### src/rtl/slot_bcd_display.sv
// Purpose: turns the 10-bit reel result (clamped to 999) into three 7-segment digits and blinks them while a win is shown.
// Latency: 12 cycles per conversion (IDLE, 10 x SHIFT, UPDATE); the display and the done pulse change on the edge that ends UPDATE.
// Backpressure: none; conversions run back to back, and value is sampled only in IDLE.
module slot_bcd_display #(
    parameter int unsigned BLINK_DIV = 25_000_000
) (
    input  logic       clk,
    input  logic       rst,
    input  logic [9:0] value,
    input  logic       won,
    output logic [6:0] hex2,
    output logic [6:0] hex1,
    output logic [6:0] hex0,
    output logic       led_won,
    output logic       done
);

    localparam logic [1:0] S_IDLE   = 2'd0;
    localparam logic [1:0] S_SHIFT  = 2'd1;
    localparam logic [1:0] S_UPDATE = 2'd2;

    localparam logic [31:0] BLINK_LAST = 32'(BLINK_DIV - 1);
    localparam logic [3:0]  LAST_SHIFT = 4'd9;

    logic [1:0]  state_q, state_d;
    logic [9:0]  bin_q, bin_d;
    logic [11:0] bcd_q, bcd_d;
    logic [3:0]  cnt_q, cnt_d;
    logic [3:0]  dig2_q, dig2_d;
    logic [3:0]  dig1_q, dig1_d;
    logic [3:0]  dig0_q, dig0_d;
    logic        done_q, done_d;
    logic [31:0] blink_cnt_q, blink_cnt_d;
    logic        blink_phase_q, blink_phase_d;
    logic        led_won_q;

    logic [11:0] bcd_adj;
    logic [21:0] shift_v;
    logic        blank;

    // Double-dabble correction: a nibble of 5 or more would carry past 9 after doubling.
    function automatic logic [3:0] add3(input logic [3:0] n);
        return (n >= 4'd5) ? n + 4'd3 : n;
    endfunction

    // Active-low segment pattern, bit0 = a ... bit6 = g; anything above 9 is blank.
    function automatic logic [6:0] seg7(input logic [3:0] d);
        case (d)
            4'd0:    return 7'b1000000;
            4'd1:    return 7'b1111001;
            4'd2:    return 7'b0100100;
            4'd3:    return 7'b0110000;
            4'd4:    return 7'b0011001;
            4'd5:    return 7'b0010010;
            4'd6:    return 7'b0000010;
            4'd7:    return 7'b1111000;
            4'd8:    return 7'b0000000;
            4'd9:    return 7'b0010000;
            default: return 7'b1111111;
        endcase
    endfunction

    // Conversion controller: capture in IDLE, shift-add-3 for ten cycles, publish in UPDATE.
    always_comb begin
        state_d = state_q;
        bin_d   = bin_q;
        bcd_d   = bcd_q;
        cnt_d   = cnt_q;
        dig2_d  = dig2_q;
        dig1_d  = dig1_q;
        dig0_d  = dig0_q;
        done_d  = 1'b0;
        bcd_adj = {add3(bcd_q[11:8]), add3(bcd_q[7:4]), add3(bcd_q[3:0])};
        shift_v = {bcd_adj, bin_q} << 1;
        case (state_q)
            S_IDLE: begin
                bin_d   = (value > 10'd999) ? 10'd999 : value;
                bcd_d   = '0;
                cnt_d   = '0;
                state_d = S_SHIFT;
            end
            S_SHIFT: begin
                {bcd_d, bin_d} = shift_v;
                cnt_d          = cnt_q + 4'd1;
                if (cnt_q == LAST_SHIFT) begin
                    state_d = S_UPDATE;
                end
            end
            S_UPDATE: begin
                dig2_d  = bcd_q[11:8];
                dig1_d  = bcd_q[7:4];
                dig0_d  = bcd_q[3:0];
                done_d  = 1'b1;
                state_d = S_IDLE;
            end
            default: begin
                state_d = S_IDLE;
            end
        endcase
    end

    // Blink timing: held visible while not winning; a wrap coinciding with the win's first cycle keeps the digits visible.
    always_comb begin
        blink_cnt_d   = blink_cnt_q;
        blink_phase_d = blink_phase_q;
        if (!won) begin
            blink_cnt_d   = '0;
            blink_phase_d = 1'b1;
        end else if (blink_cnt_q == BLINK_LAST) begin
            blink_cnt_d   = '0;
            blink_phase_d = led_won_q ? ~blink_phase_q : blink_phase_q;
        end else begin
            blink_cnt_d = blink_cnt_q + 32'd1;
        end
    end

    // State registers with synchronous reset taking priority over everything.
    always_ff @(posedge clk) begin
        if (rst) begin
            state_q       <= S_IDLE;
            bin_q         <= '0;
            bcd_q         <= '0;
            cnt_q         <= '0;
            dig2_q        <= '0;
            dig1_q        <= '0;
            dig0_q        <= '0;
            done_q        <= 1'b0;
            blink_cnt_q   <= '0;
            blink_phase_q <= 1'b1;
            led_won_q     <= 1'b0;
        end else begin
            state_q       <= state_d;
            bin_q         <= bin_d;
            bcd_q         <= bcd_d;
            cnt_q         <= cnt_d;
            dig2_q        <= dig2_d;
            dig1_q        <= dig1_d;
            dig0_q        <= dig0_d;
            done_q        <= done_d;
            blink_cnt_q   <= blink_cnt_d;
            blink_phase_q <= blink_phase_d;
            led_won_q     <= won;
        end
    end

    // Output decode: blanking follows the live win flag so digits return within the cycle won drops.
    always_comb begin
        blank = won && !blink_phase_q;
        hex2  = blank ? 7'b1111111 : seg7(dig2_q);
        hex1  = blank ? 7'b1111111 : seg7(dig1_q);
        hex0  = blank ? 7'b1111111 : seg7(dig0_q);
    end

    assign led_won = led_won_q;
    assign done    = done_q;

endmodule

### config.mk
export PLATFORM = sky130hd
export DESIGN_NAME = slot_bcd_display
export DESIGN_NICKNAME = d
export VERILOG_FILES = /design/src/rtl/slot_bcd_display.sv
export SDC_FILE = /design/constraint.sdc
export NUM_CORES = 1
export LEC_CHECK = 0
export BUFFER_PORTS_ARGS = -buffer_cell sky130_fd_sc_hd__buf_2
export CAP_MARGIN = 30
export CORE_UTILIZATION = 30
export DETAILED_ROUTE_END_ITERATION = 10
export MAX_ROUTING_LAYER = met4
export PLACE_DENSITY_LB_ADDON = 0.12
export SKIP_CTS_REPAIR_TIMING = 1
export SLEW_MARGIN = 20
export SYNTH_ARGS = -nofsm -noshare
export SYNTH_HDL_FRONTEND = slang
export SYNTH_SLANG_ARGS = --single-unit
### constraint.sdc
create_clock -name clk -period 2.5 [get_ports clk]
set_input_delay 0.25 -clock clk [delete_from_list [all_inputs] [get_ports clk]]
set_output_delay 0.25 -clock clk [all_outputs]
set_load 0.005 [all_outputs]
==> results.yml <==
grt:
  grt_pass1_wl_um: 16200
  grt_pass1_vias: 3458
  overflow: 0
  antenna_found_initial: 0
  grt_max_degree: 39
  globalRouteTotalUtil: 0.132
power_and_ir_drop:
  pwr-share-comb: 0.026
  switchingPower_uw: 660
  swShare: 0.204
  clkPwrFrac: 0.495
  peakVddDrop_uv: 432
  powerDensity_nw_per_um2: 623
  fin_total_pwr_uw: 3240
  power_frac_seq: 0.479
  p_leak_uw: 0.00209
  intPower_uw: 2580
setup_path:
  crit_type: "flip-flop to flip-flop"
  worstPathMaxFanout: 29
  cp.required_ns: 2.72
  cp-startpoint: "blink_cnt_q[3]"
  reg2reg_slack_ns: 0.49
  worst_r2r_path_depth: 5
  cp-end-kind: "flip-flop"
  r2r_start: "blink_cnt_q[3]"
  worstPathArrival_ns: 2.23
  worstSetupStartpointType: "flip-flop"
  cp-endpoint: "blink_cnt_q[23]"
  rr_endpoint: "blink_cnt_q[23]"
placement:
  gp_congestion: 0.794
  hpwlAfterDp_um: 6320
  place_ws_ns: 0.468
  port_buffers: 35
  dpl.cell_count: 714
timing:
  timing.fmax_ghz: 0.497
  worst_slew_pin_slew_ns: 0.770
  drv_slew: 0
  finClkSkew_ns: 0.00924
  rsz0062_at_grt: "no"
  relSlewSlack: 0.487
  post-route-min-period_ns: 2.01
  hold_viol: 0
  fin_ws_ns: 0.487
  period_share: 0.805
  setup_violations: 0
  hold_ws_ns: 0.236
  tns_ns: 0
final_layout:
  diodes: 0
  nFillCells: 1565
  area_growth_pct: 15.1
  layoutNonFillerInstCount: 730
  mostFrequentLayoutCells: "dfxtp_1, nor2_1, buf_2"
  nets: 578
  drive_gt1_frac: 0.130
  final_common_cell: "dfxtp_1"
clock_tree:
  cts_made_buffers: 9
  clock_latency_ns: 0.35
  h-tree-depth: 3
  clk_pin_slew_worst_paths_ns: 0.07
  root_buffer: "clkbuf_16"
  cts_tree: "built"
  clock_path_buffers: 2
  cts.sinks: 96
synth:
  avgSynthCellArea_um2: 8.83
  synthesis.area_um2: 4520
  yosysSeqAreaShare: 0.425
  yosys_register_bits: 96
  synth_cell_types: 49
  synthFlopType: "dfxtp_1"
  syn-instance-count: 512
  yosysTopAreaCell: "dfxtp_1"
  synth_edf_count: 0
  ys.warnings.count: 0
  synthTopCellsByArea: "dfxtp_1, ha_1, mux2i_1"
  syn_nets: 549
  synthArstFlopShare: 0
  synth.top_cell.area_share: 0.425
drt:
  vias_per_cell: 4.72
  drc: 4
  routed_wirelength_um: 9150
  vias: 3445
  first_pass_iters: 7
  drtAntennaViolNets: 0
  first_iter_violations: 172
  wl_per_cell_um: 12.5
die:
  die_y_um: 125
  core.rowCount: 44
  die_w_um: 125
  design.core.area_um2: 14600
  ios: 36
  initial_core_util: 0.309
  die_area_um2: 15600
outcome:
  status: "finished with violations"
  violations: "DRC"
flow_run:
  cap_viol_max_count: 0
worst_hold_path:
  hold_class: "input pin to flip-flop"
[layer usage]
layer | global-route usage | up-vias | wire length (um)
met3 | 0.0425 | 11 | 338
li1 | - | 1787 | -
met4 | 0.0327 | 0 | 92
met2 | 0.224 | 44 | 4380
met5 | - | - | 0
met1 | 0.150 | 1603 | 4350
[stage by stage]
| step | utilization | area (um2) |
|---|---|---|
| final | 0.355 | 5200 |
| after CTS | 0.355 | 5200 |
| after detailed placement | 0.331 | 4850 |
| after global routing | 0.355 | 5200 |
| after global placement | 0.331 | 4850 |
| after floorplan | - | 4520 |
[critical path, cell delays in order, from the launching register on]
cell and delay [ns]:
dfxtp_1 0.38, and3_1 0.32, nand4_1 0.11, or4_4 0.52, nand2_2 0.43, nor2_1 0.11
[cells in the mapped netlist, types with 5 or more instances]
library cell and count:
mux2i_1 29, o21ai_0 26, nor3_1 21, or3_1 5
nand2b_1 27, dfxtp_1 96, inv_1 24, buf_1 5
a21oi_1 22, nand2_1 18, clkbuf_1 9, buf_2 5
nor2_1 74, nand3_1 20, nand4_1 7, a22oi_1 6
xor2_1 9, xnor2_1 25, ha_1 24
[kinds of logic (layout without fill, tap and decap cells)]
logic type	after synthesis	after routing	share of synthesized area
and+or+nand+nor	205	205	0.228
xor gates and xnor gates	34	34	0.0659
muxes	30	30	0.0667
DFF	96	96	0.425
AOI/OAI and AO/OA	73	73	0.0977
buffers and inverters	50	84	0.0504
adders and majority gates	24	24	0.0664
[final cells by class]
cell class,instances,area [um2],share of cell area
Multi-Input combinational cell,366,2370,0.456
Sequential cell,96,1920,0.369
Clock buffer,10,239,0.0459
Tap cell,184,230,0.0443
Timing Repair Buffer,42,228,0.0438
Clock inverter,6,114,0.0219
Inverter,26,97.6,0.0188
[power by group through the flow]
stage          clock, uW  sequential (uW)  combinational (uW)
5_1_grt             1720             1550                96.9
3_3_place_gp           0             1590                85.2
6_report            1610             1550                84.1
4_1_cts             1660             1550                86.1
2_1_floorplan          0             1590                59.2
3_5_place_dp           0             1590                85.9
[worst min path at each step]
stage,from,to,slack (ns),cells past startpoint
after detailed placement,blink_cnt_q[0],blink_cnt_q[0],0.43,1
after CTS,won,blink_cnt_q[15],0.23,3
after floorplan,blink_cnt_q[0],blink_cnt_q[0],0.41,1
after global routing,won,blink_cnt_q[15],0.24,3
final,won,blink_cnt_q[2],0.24,3
after global placement,blink_cnt_q[0],blink_cnt_q[0],0.44,1
(Power assumes the default switching activity.)
